--- config.mk ---
export PLATFORM = sky130hd
export DESIGN_NAME = buffer_if_id_flat
export DESIGN_NICKNAME = d
export VERILOG_FILES = /design/src/rtl/buffer_if_id_if.sv /design/src/rtl/buffer_if_id.sv /design/src/flat_wrapper.sv
export SDC_FILE = /design/constraint.sdc
export NUM_CORES = 1
export LEC_CHECK = 0
export CELL_PAD_IN_SITES_DETAIL_PLACEMENT = 0
export CELL_PAD_IN_SITES_GLOBAL_PLACEMENT = 1
export CORE_MARGIN = 10
export CORE_UTILIZATION = 36
export CTS_CLUSTER_DIAMETER = 150
export DETAILED_ROUTE_END_ITERATION = 6
export DONT_BUFFER_PORTS = 1
export HOLD_SLACK_MARGIN = 0.06
export PLACE_DENSITY_LB_ADDON = 0.05
export REMOVE_ABC_BUFFERS = 1
export SLEW_MARGIN = 20
export SYNTH_ARGS = -nofsm -noshare
export SYNTH_HDL_FRONTEND = slang
export SYNTH_SLANG_ARGS = --single-unit
--- constraint.sdc ---
create_clock -name clk -period 7.1 [get_ports clk]
set_clock_uncertainty 0.05 [all_clocks]
set_input_delay 0.71 -clock clk [delete_from_list [all_inputs] [get_ports clk]]
set_output_delay 0.71 -clock clk [all_outputs]
set_load 0.01 [all_outputs]
--- src/rtl/buffer_if_id_if.sv ---
// Handshake bundle between fetch, the IF/ID buffer and decode.
// The master side is the fetch/decode pair around the buffer, and the slave side is the buffer itself.
interface buffer_if_id_if #(
    parameter int WIDTH = 32
) ();
    // Fetch -> buffer
    logic             in_valid;
    logic [WIDTH-1:0] in_pc4;
    logic [WIDTH-1:0] in_instr;
    logic             in_ready;

    // Buffer -> decode
    logic             out_valid;
    logic [WIDTH-1:0] out_pc4;
    logic [WIDTH-1:0] out_instr;
    logic             out_ready;

    // Redirect and status
    logic             flush;
    logic [1:0]       count;
    logic [15:0]      starve_cnt;

    modport master (
        output in_valid, in_pc4, in_instr, out_ready, flush,
        input  in_ready, out_valid, out_pc4, out_instr, count, starve_cnt
    );

    modport slave (
        input  in_valid, in_pc4, in_instr, out_ready, flush,
        output in_ready, out_valid, out_pc4, out_instr, count, starve_cnt
    );
endinterface

--- src/rtl/buffer_if_id.sv ---
// Two-entry elastic IF/ID buffer. Each entry holds an {pc4, instr} pair, and entries leave in the order they arrived.
// in_ready and out_valid depend only on the registered occupancy, so no combinational path runs from out_ready
// to in_ready. Flush empties the buffer and wins over any push or pop in the same cycle.
// starve_cnt counts cycles in which decode is ready but the buffer has nothing to give, and it saturates.
module buffer_if_id #(
    parameter int               WIDTH = 32,
    parameter logic [WIDTH-1:0] NOP   = '0
) (
    input logic            clk,
    input logic            rst_n,
    buffer_if_id_if.slave  bus
);
    logic [WIDTH-1:0] mem_pc4   [2];
    logic [WIDTH-1:0] mem_instr [2];
    logic             rd;
    logic             wr;
    logic [1:0]       count;
    logic [15:0]      starve_cnt;
    logic             in_ready;
    logic             out_valid;
    logic             push;
    logic             pop;

    assign in_ready  = (count != 2'd2);
    assign out_valid = (count != 2'd0);
    assign push      = bus.in_valid & in_ready  & ~bus.flush;
    assign pop       = out_valid & bus.out_ready & ~bus.flush;

    // Occupancy and pointers: flush drops everything, otherwise push/pop advance their pointers.
    // NOTE: sequential state uses non-blocking assignments so every register samples pre-edge values.
    always_ff @(posedge clk or negedge rst_n) begin
        if (!rst_n) begin
            count <= 2'd0;
            rd    <= 1'b0;
            wr    <= 1'b0;
        end else if (bus.flush) begin
            count <= 2'd0;
            rd    <= 1'b0;
            wr    <= 1'b0;
        end else begin
            if (push) wr <= ~wr;
            if (pop)  rd <= ~rd;
            case ({push, pop})
                2'b10:   count <= count + 2'd1;
                2'b01:   count <= count - 2'd1;
                default: count <= count;
            endcase
        end
    end

    // Entry storage: write the incoming pair into the slot at the write pointer.
    // NOTE: storage has no reset; occupancy alone decides validity, so stale data is never visible.
    always_ff @(posedge clk) begin
        if (push) begin
            mem_pc4[wr]   <= bus.in_pc4;
            mem_instr[wr] <= bus.in_instr;
        end
    end

    // Starvation counter: decode ready with nothing valid, saturating, untouched by flush.
    always_ff @(posedge clk or negedge rst_n) begin
        if (!rst_n) begin
            starve_cnt <= 16'd0;
        end else if (!out_valid && bus.out_ready && (starve_cnt != 16'hFFFF)) begin
            starve_cnt <= starve_cnt + 16'd1;
        end
    end

    // Head presentation: show the entry at the read pointer, or zero/NOP when empty.
    // NOTE: defaults are assigned first so no path leaves an output unassigned (no latch).
    always_comb begin
        bus.out_pc4   = '0;
        bus.out_instr = NOP;
        if (out_valid) begin
            bus.out_pc4   = mem_pc4[rd];
            bus.out_instr = mem_instr[rd];
        end
    end

    assign bus.in_ready   = in_ready;
    assign bus.out_valid  = out_valid;
    assign bus.count      = count;
    assign bus.starve_cnt = starve_cnt;
endmodule

--- src/flat_wrapper.sv ---
// flat-port wrapper written by rule: the top's interface ports become plain ports
module buffer_if_id_flat 
#(
    parameter int               WIDTH = 32,
    parameter logic [WIDTH-1:0] NOP   = '0
)
  (clk, rst_n, bus_in_valid, bus_in_pc4, bus_in_instr, bus_out_ready, bus_flush, bus_in_ready, bus_out_valid, bus_out_pc4, bus_out_instr, bus_count, bus_starve_cnt);
  buffer_if_id_if #(.WIDTH(WIDTH)) bus_i ();
  input logic clk;
  input logic rst_n;
  input wire logic [$bits(bus_i.in_valid)-1:0] bus_in_valid;
  input wire logic [$bits(bus_i.in_pc4)-1:0] bus_in_pc4;
  input wire logic [$bits(bus_i.in_instr)-1:0] bus_in_instr;
  input wire logic [$bits(bus_i.out_ready)-1:0] bus_out_ready;
  input wire logic [$bits(bus_i.flush)-1:0] bus_flush;
  output wire logic [$bits(bus_i.in_ready)-1:0] bus_in_ready;
  output wire logic [$bits(bus_i.out_valid)-1:0] bus_out_valid;
  output wire logic [$bits(bus_i.out_pc4)-1:0] bus_out_pc4;
  output wire logic [$bits(bus_i.out_instr)-1:0] bus_out_instr;
  output wire logic [$bits(bus_i.count)-1:0] bus_count;
  output wire logic [$bits(bus_i.starve_cnt)-1:0] bus_starve_cnt;
  assign bus_i.in_valid = bus_in_valid;
  assign bus_i.in_pc4 = bus_in_pc4;
  assign bus_i.in_instr = bus_in_instr;
  assign bus_i.out_ready = bus_out_ready;
  assign bus_i.flush = bus_flush;
  assign bus_in_ready = bus_i.in_ready;
  assign bus_out_valid = bus_i.out_valid;
  assign bus_out_pc4 = bus_i.out_pc4;
  assign bus_out_instr = bus_i.out_instr;
  assign bus_count = bus_i.count;
  assign bus_starve_cnt = bus_i.starve_cnt;
  buffer_if_id #(.WIDTH(WIDTH), .NOP(NOP)) u_core (.clk(clk), .rst_n(rst_n), .bus(bus_i));
endmodule
# Yosys cells after proc, flatten, opt, wreduce, memory -nomap -nowiden
# Memories as Yosys holds them, arrays and structs flattened.
# Index checks and enable logic that the tools add are counted.
# W data, S select, Z words.
# totals
mem_bits_rw	128
register_bits	20
wordCells	37
inputBits	69
n_memories	2
output_inout_bits	84
# memory_table
memory	depth	word_bits	rd	rd_ports_with_merged_regs	wr	line	rtl
u_core.mem_instr	2	32	1	0	1	buffer_if_id.sv:14	logic [WIDTH-1:0] mem_instr [2];
u_core.mem_pc4	2	32	1	0	1	buffer_if_id.sv:13	logic [WIDTH-1:0] mem_pc4 [2];
# op_classes
addsub	3
n_eq_ne	4
bitwise_logic	7
n_reduce_logical	7
n_mux	10
# ops
operator	count
$mux W32	2
$add A16 B1 Y16 const B	1
$ne A16 B16 Y1 const B	1
$mux W1	6
$reduce_bool A2 Y1	3
$and A1 B1 Y1	4
$pmux W2 S2	1
$not A1 Y1	3
$reduce_bool A3 Y1	1
$add A2 B1 Y2 const B	1
$eq A2 B1 Y1 const B	1
$eq A2 B2 Y1 const B	1
$logic_and A1 B1 Y1	2
$mux W2	1
$ne A2 B2 Y1 const B	1
$sub A2 B1 Y2 const B	1
$logic_not A1 Y1	1

# Logic depth before layout (Yosys ltp)
# depth
word_depth	6
depth_mapped	6
ltp_nobuf	5

# Least setup slack after synthesis
# Ideal clock, no wire load.
# synth_path
path_kind	input to register
from	input bus_in_valid
to	memory u_core.mem_instr[1][0], enable pin
t_required_ns	6.472
setup_slack_ns	0.973
setup_ns	0.578
path_buffers	0
arrival_ns	5.499
stages	2
path_cell_list	nand2_1 nor3b_1
# synth_between
elab_chain_len	4
# synth_lines
item	line	rtl
start: declaration	flat_wrapper.sv:11	input wire logic [$bits(bus_i.in_valid)-1:0] bus_in_valid;
$and A1 B1 Y1 (2 in series)	buffer_if_id.sv:26	assign push = bus.in_valid & in_ready & ~bus.flush;
$mux W1	buffer_if_id.sv:54	if (push) begin
$mux W1 (implied by the code)	buffer_if_id.sv:56	mem_instr[wr] <= bus.in_instr;
end: declaration	buffer_if_id.sv:14	
# No other way between the ends.

# Worst setup path after layout
# layout_path
from	register u_core.rd
to	output bus_out_pc4[12]
# layout_between
elab_chain_len	2
# layout_lines
item	line	rtl
start: declaration	buffer_if_id.sv:15	logic rd;
start signal: assignment	buffer_if_id.sv:42	if (pop) rd <= ~rd;
$mem_v2 Z2 W32	--	
$mux W32	buffer_if_id.sv:74	if (out_valid) begin
end: declaration	flat_wrapper.sv:18	output wire logic [$bits(bus_i.out_pc4)-1:0] bus_out_pc4;
# No other way between the ends.

==> metrics list <==
* Outcome: finished clean
- Reg-to-reg critical path startpoint: u_core.bus.starve_cnt[0]$_DFFE_PN0P_
- The clock drives 148 sinks.
- HP Class: in2reg
- Number of unique standard cell types used by synthesis: 28
- The via count of the first global-routing pass is 3,007.
- Data arrival at the endpoint of the critical path: 2.30 ns
* DRC Markers: 0
- CTS HTree Levels: 4
* Clock network power share: 0.418
- Each instance of the synthesized netlist takes up on average 15.7 um2.
- Met1 routing resource usage after global routing: 0.134
- Subtracting the final worst setup slack from the clock period gives 3.06 ns.
- Die Area: 21,600 um2
- Reg-to-reg critical path endpoint: u_core.bus.starve_cnt[1]$_DFFE_PN0P_
- Async set-or-reset flop fraction in the synthesized netlist: 0.135
* Final weighted congestion in routability-driven placement: 0.695
- Element type at the critical path start: register
* Synthesized-area fraction occupied by xor and xnor cells: 0.0257
- STA classifies the critical path endpoint as an output pin.
- Setup violations remaining at the end of the flow were counted as 0.
* Adder-cell share of the synthesized area: 0.00216
- Entering global routing, the biggest net connects 67 pins.
- At the end of the flow, the number of nets in the layout was 450.
* Tot GR Track Use: 0.118
* Sequential element share of the synthesized area: 0.751
- Data on the critical path is required at its endpoint by 6.34 ns.
- Cell internal power was estimated by the tool at 1.61 mW.
- Measured against the total synthesized area, the mux share comes to 0.115.
* First-pass GRT wire length: 19,300 um
- Portion of total power attributed to sequential cells: 0.505
- After synthesis the netlist holds a flip-flop and latch count of 148.
* Number of post-CTS setup repair buffers: 0
- In this run the power spent charging and discharging nets is 0.476 mW.
- By area, the combinational part of the netlist is dominated by multiplexers.
- Of the total power, combinational logic draws 0.076.
* Height of the chip: 147 um
- For this run, global-route usage on met2 was measured as 0.181.
- Clock latency on the worst-skew pair: 0.40 ns
* Post-route ant nets: 0
- In this run the worst path has a maximum fanout of 34.
- Counting tap cells, the placed design contains a total of 576 instances.
- Switching share of power: 0.229
- TritonCTS clock tree: yes
- CTS clk-pin slew, worst paths: 0.05 ns
- Wire length reported by the detailed router: 12,700 um
* Most common cell in the synthesized netlist: sky130_fd_sc_hd__edfxtp_1
* Synth area leaders: sky130_fd_sc_hd__edfxtp_1 (66%), sky130_fd_sc_hd__mux2i_1 (11%), sky130_fd_sc_hd__dfrtp_1 (8.6%)
* Pwr Density: 313 nW/um2
* Post-synth EDFFs: 128
* Synth warn: 0
- The compound-cell area share of the yosys netlist was 0.00649.
* Number of antenna repair diodes: 0
- Crit path launch: u_core.rd$_DFFE_PN0P_
- Dividing the detail-routed wire length by the instance count gives 20.9 um.
* Portion of synthesized cell area occupied by the leading cell type: 0.664
- Core area: 15,800 um2
* FF-to-FF path depth: 5
- For this design, the slowest cell found on the critical path is sky130_fd_sc_hd__dfrtp_4.
- Root Driver: sky130_fd_sc_hd__clkbuf_16
* Total vias in the final route: 2,904
- By count the netlist is led by sky130_fd_sc_hd__edfxtp_1 (128), sky130_fd_sc_hd__nor2_1 (73), sky130_fd_sc_hd__mux2i_1 (65).
- For this run the aggregate overflow at the end of global routing stands at 0.
- IR analysis of the VDD net gives a maximum drop of 0.151 mV.
* Crit-path max cell delay: 0.81 ns
* Area share of and/or/nand/nor cells after synthesis: 0.0860
* Setup TNS: 0 ns
- For this run, the detailed router's first-pass iteration total came to 4.
- The tightest hold path in the finished design has a slack of 0.315 ns.
- For met3 alone, demand over resource in global routing was 0.0725.
* Final count of pins violating max slew: 0
* Final hold vios: 0
* Slew of the pin with the lowest slew margin: 0.937 ns
- Traced cell by cell, the critical path runs through buf_4 > mux2i_1 > nor2_1.
- Number of CTS-inserted buffers: 17
* Synth-to-Final Area Change: 14.8%
* Number of I/O pins: 153
* Bufs on Longest Clock Path: 2
- Starting utilization of the core area: 0.366
* Layout cells sized above 1: 0.0995
* Fillcell total: 1,460
- Termination of the worst setup path: bus_out_pc4[12]
- The number of antenna violations at the first check in global routing came to 0.
- Chip Width: 147 um
* Register-to-register setup slack: 4.85 ns
- Cell Rows: 46
- Detailed placement finished with a half-perimeter wire length of 8410 um.
- Buffers placed on the I/O ports in this run total 0.
- Synthesized instance count: 368
* Type of the worst setup path: reg2out
- Busiest layer in global routing: met2
* Top_reg_cell synth: sky130_fd_sc_hd__edfxtp_1
* Biggest area consumer among synthesized cells: sky130_fd_sc_hd__edfxtp_1
- Initial drt markers: 152
- RSZ-0062 raised after global routing: no
- Post-synthesis cell area: 5790 um2
* Leakage power: 2.26 nW
- Fmax: 0.327 GHz
- Worst slew slack as a fraction of its limit: 0.373
* Max-cap violation count: 0
- Routed via count divided by cell count: 4.78
- In the finished design, the share of the clock period the worst path needs comes to 0.431.
- Excluding fillers, the count of instances in the completed layout stands at 608.
-- cell families after synthesis --
family / after synthesis
DFF: 148
and+or+nand+nor: 113
muxes: 66
buffers and inverters: 18
xor gates and xnor gates: 17
AOI/OAI and AO/OA: 5
adders and majority gates: 1
-- worst max-delay path, delay by kind of cell, from the launching register on --
kind	cells	cell delay, ns
flops	1	0.81
buf+inv	1	0.60
simple gates	1	0.27
mux	1	0.16
-- worst min-delay path by stage --
stage,from,endpoint,slack (ns),cells past startpoint
final,bus_flush,u_core.bus.count[0]$_DFFE_PN0P_,0.32,1
after global routing,bus_flush,u_core.bus.count[0]$_DFFE_PN0P_,0.28,1
after CTS,bus_flush,u_core.bus.count[0]$_DFFE_PN0P_,0.29,1
after detailed placement,rst_n,u_core.bus.starve_cnt[13]$_DFFE_PN0P_,0.37,0
after global placement,rst_n,u_core.bus.starve_cnt[13]$_DFFE_PN0P_,0.37,0
after floorplan,rst_n,u_core.bus.count[0]$_DFFE_PN0P_,0.36,0
-- routing by layer --
metal  routed length [um]  vias to the layer above
met2                 6030                       95
met5                    0                        -
met1                 5080                     1426
met3                 1430                       12
li1                     -                     1371
met4                  137                        0
-- final cells by class --
cell class                      instances  area [um2]  share of cell area
Clock buffer                           20         437              0.0657
Clock inverter                         11         135              0.0203
Inverter                                3        11.3             0.00169
Multi-Input combinational cell        202        1380               0.208
Sequential cell                       148        4350               0.654
Tap cell                              216         270              0.0407
Timing Repair Buffer                    8        62.6             0.00942
-- metrics by stage --
step	cell area [um2]	util	setup WS (ns)	total power [mW]
floorplan	5720	-	0.973	1.19
detailed placement	6060	0.383	4.40	1.23
global placement	6060	0.383	4.41	1.23
CTS	6640	0.420	3.95	2.12
global route	6640	0.420	3.87	2.18
finish	6640	0.420	4.04	2.08
-- flip-flops by register name, indices dropped and copies added, names as in the netlist --
register               flops
u_core.bus.starve_cnt     16
u_core.bus.count           2
u_core.mem_pc4            64
u_core.mem_instr          64
u_core.wr                  1
u_core.rd                  1
-- cell usage in the layout, fill, tap and decap left out --
cell type and n:
sky130_fd_sc_hd__a31oi_1 1, sky130_fd_sc_hd__bufinv_16 3, sky130_fd_sc_hd__nor2b_1 1, sky130_fd_sc_hd__nor4_1 5
sky130_fd_sc_hd__mux2_4 1, sky130_fd_sc_hd__clkinvlp_4 2, sky130_fd_sc_hd__nor3b_2 1, sky130_fd_sc_hd__clkinv_1 3
sky130_fd_sc_hd__nor2_4 1, sky130_fd_sc_hd__or2_2 1, sky130_fd_sc_hd__nand3_1 5, sky130_fd_sc_hd__o41ai_2 1
sky130_fd_sc_hd__and3_1 2, sky130_fd_sc_hd__buf_4 7, sky130_fd_sc_hd__dfrtp_1 19, sky130_fd_sc_hd__clkinv_2 2
sky130_fd_sc_hd__a21oi_1 3, sky130_fd_sc_hd__ha_1 1, sky130_fd_sc_hd__nor3_1 4, sky130_fd_sc_hd__inv_6 1
sky130_fd_sc_hd__dlygate4sd3_1 1, sky130_fd_sc_hd__mux2i_1 65, sky130_fd_sc_hd__nand4_1 3, sky130_fd_sc_hd__xor2_1 15
sky130_fd_sc_hd__clkbuf_16 17, sky130_fd_sc_hd__nand2_1 9, sky130_fd_sc_hd__nand3b_1 1, sky130_fd_sc_hd__inv_1 3
sky130_fd_sc_hd__nand2b_1 3, sky130_fd_sc_hd__and4_1 1, sky130_fd_sc_hd__xnor2_1 2, sky130_fd_sc_hd__nor2_1 72
sky130_fd_sc_hd__nor3_2 1, sky130_fd_sc_hd__edfxtp_1 128, sky130_fd_sc_hd__dfrtp_4 1, sky130_fd_sc_hd__clkbuf_1 3
sky130_fd_sc_hd__nor3b_1 3
-- power groups by stage --
stage | clock network [mW] | registers (mW) | logic, mW
2_1_floorplan | 0 | 1.07 | 0.123
3_3_place_gp | 0 | 1.07 | 0.162
3_5_place_dp | 0 | 1.07 | 0.163
4_1_cts | 0.898 | 1.05 | 0.166
5_1_grt | 0.939 | 1.06 | 0.179
6_report | 0.871 | 1.05 | 0.159
-- timing repair --
action	4_1_cts	5_1_grt
gates resized for setup	0	0
hold buffers	1	0
endpoints found under the hold margin	20	0
No activity file was read; power rests on OpenSTA's default activity.
==> RTL change (config.mk and constraints unchanged) <==
`WIDTH` is set to 32 in 3 places; all go to 48.
--- a/src/rtl/buffer_if_id_if.sv
+++ b/src/rtl/buffer_if_id_if.sv
@@ -2,5 +2,5 @@
 // The master side is the fetch/decode pair around the buffer, and the slave side is the buffer itself.
 interface buffer_if_id_if #(
-    parameter int WIDTH = 32
+    parameter int WIDTH = 48
 ) ();
     // Fetch -> buffer
--- a/src/rtl/buffer_if_id.sv
+++ b/src/rtl/buffer_if_id.sv
@@ -4,5 +4,5 @@
 // starve_cnt counts cycles in which decode is ready but the buffer has nothing to give, and it saturates.
 module buffer_if_id #(
-    parameter int               WIDTH = 32,
+    parameter int               WIDTH = 48,
     parameter logic [WIDTH-1:0] NOP   = '0
 ) (
--- a/src/flat_wrapper.sv
+++ b/src/flat_wrapper.sv
@@ -2,5 +2,5 @@
 module buffer_if_id_flat 
 #(
-    parameter int               WIDTH = 32,
+    parameter int               WIDTH = 48,
     parameter logic [WIDTH-1:0] NOP   = '0
 )
Ports: changed (resized bus_in_instr, bus_in_pc4, bus_out_instr and bus_out_pc4); port bits go from 153 to 217. The function was not compared with the original's and may differ.
==> RTL change against the unedited design <==
- sequential cell count increased by 64
- cell count increased by 34%
- worst setup slack got worse by 0.63 ns
- die area increased by 35%
- sequential power increased by 42%
- area after synthesis increased by 41%
- largest cell class unchanged
- synthesized cell count increased by 37%
- wire length increased by 45%
- final area increased by 40%
- core utilization decreased by 0.52 points
- power increased by 40%
- fmax decreased by 17%
- via count increased by 38%
==> RTL change: results (changes against the unedited design) <==
The post-synthesis async set-or-reset flop share is 0.0943 (-0.0408). The row count is 55 (+20%). The total met3 wirelength after detailed routing is 2.27 mm (+59%). The total instance count after detailed placement was 775 (+35%). The leakage power figure came out at 0.00311 uW (+37%). The number of levels the H-tree was split into is 1 (-3). The sequential element share of the synthesized area came to 0.766 (+0.0153). The maximum ir drop on the vdd rail came out at 0.000246 V (+62%). The first-iteration detailed-routing DRC count came to 157 (+3.3%). In this design, the largest share of critical-path delay is due to flip-flops. The count of flip-flops with a built-in enable after synthesis came out at 192 (+50%). The worst slew margin relative to its limit came out at 0.331 (-0.0417). The flow ran to the end, and the final reports show no timing, DRC or antenna violations. The layout filler cell count is 2060 (+41%). The switching component of the power came out at 674 uW (+42%). The register cell area after layout is 6270 sq um (+44%). The count of TritonRoute iterations in the first routing pass was 4 (unchanged). The met3 usage in global routing is 0.0634 (-0.00912).

The largest registers in the layout are u_core.mem_instr x96, u_core.mem_pc4 x96, u_core.bus.starve_cnt x16. By area the synthesized netlist is led by sky130_fd_sc_hd__edfxtp_1 (70%), sky130_fd_sc_hd__mux2i_1 (12%), sky130_fd_sc_hd__dfrtp_1 (6.1%), sky130_fd_sc_hd__nor2_1 (4.8%), sky130_fd_sc_hd__xor2_1 (1.6%). The worst-skew pair later-pin latency came to 0.51 ns (+0.11 ns). The final weighted congestion in routability-driven placement came out at 0.731 (+5.3%). The global routing met2 resource utilization came to 0.199 (+0.0182). The largest stage delay on the critical path is 1.00 ns (+0.19 ns). The routed metal-1 wire length came out at 6.73 mm (+33%). The min-delay analysis places its worst path in the category in -> async.

The commonest cells after synthesis are sky130_fd_sc_hd__edfxtp_1 (192), sky130_fd_sc_hd__nor2_1 (105), sky130_fd_sc_hd__mux2i_1 (97). The critical path data arrival time came out at 2.93 ns (+0.63 ns). The number of global-route vias before repair came out at 4229 (+41%).

The final standard cell count with taps included and fillers excluded is 816 (+34%). The met1 global-route usage is 0.134 (+0.000204). The total wire length came out at 18.4 mm (+45%). The post-DP HPWL came out at 12.2 mm (+46%). The share of layout cells above drive strength 1 is 0.0904 (-0.00909). The worst-case clock buffer depth came out at 3 (+1). The global-route wire length before repair came out at 27.1 mm (+40%). The routed length on met2 was 8.96 mm (+48%). The overall routing resource usage is 0.121 (+0.00277).

The maximum net fanout on the critical path is 51 (+50%). The number of distinct library cell variants in the gate-level netlist after synthesis came out at 28 (unchanged). The placed cell area came to 8570 sq um (+41%). The maximum number of pins on one net before global-route repair came to 70 (+4.5%).

The average cell area after synthesis is 16.3 sq um (+3.4%). The vias after detailed routing is 3995 (+38%).
[RTL change: cell types whose count changed after synthesis, sizes merged]
cell | unedited run | this run
edfxtp | 128 | 192
mux2i | 65 | 97
nor2 | 73 | 105
clkbuf | 3 | 8
buf | 12 | 14
[RTL change: path summary, 6_finish.rpt]
check | from | endpoint | slack, ns | cells after the start
setup / recovery | u_core.rd | bus_out_pc4[8] | 3.41 | 3
hold / removal | rst_n | u_core.bus.starve_cnt[6] | 0.1 | 1
setup reg to reg | u_core.bus.count[0] | u_core.mem_instr[1][40] | 4.48 | 4
hold reg to reg | u_core.bus.starve_cnt[15] | u_core.bus.starve_cnt[15] | 0.52 | 1
max in group asynchronous | rst_n | u_core.rd | 6.53 | 1
min in group clk | bus_flush | u_core.rd | 0.20 | 1
[RTL change: cells by family (layout without fill, tap and decap cells)]
logic type / count (synthesis) / count (layout) / synth area share
flip-flops: 212 / 212 / 0.766
AND/OR/NAND/NOR: 145 / 145 / 0.0755
multiplexers: 98 / 98 / 0.121
buffers and inverters: 25 / 53 / 0.0138
XOR/XNOR: 17 / 17 / 0.0182
AO/OA/AOI/OAI: 5 / 5 / 0.00459
adder cells (fa/ha/maj): 1 / 1 / 0.00153
[RTL change: metrics by stage]
stage	total power (uW)	setup WS (ns)	hold WS [ns]
global route	3040	3.21	0.125
detailed placement	1750	3.90	0.365
global placement	1740	3.85	0.365
finish	2910	3.41	0.0990
floorplan	1700	-1.43	0.364
CTS	2960	3.32	0.175
[RTL change: layout make-up]
cell class | instances | area share
Sequential cell | 212 | 0.672
Multi-Input combinational cell | 266 | 0.195
Clock buffer | 28 | 0.0660
Tap cell | 285 | 0.0382
Clock inverter | 12 | 0.0153
Timing Repair Buffer | 10 | 0.0121
Inverter | 3 | 0.00121
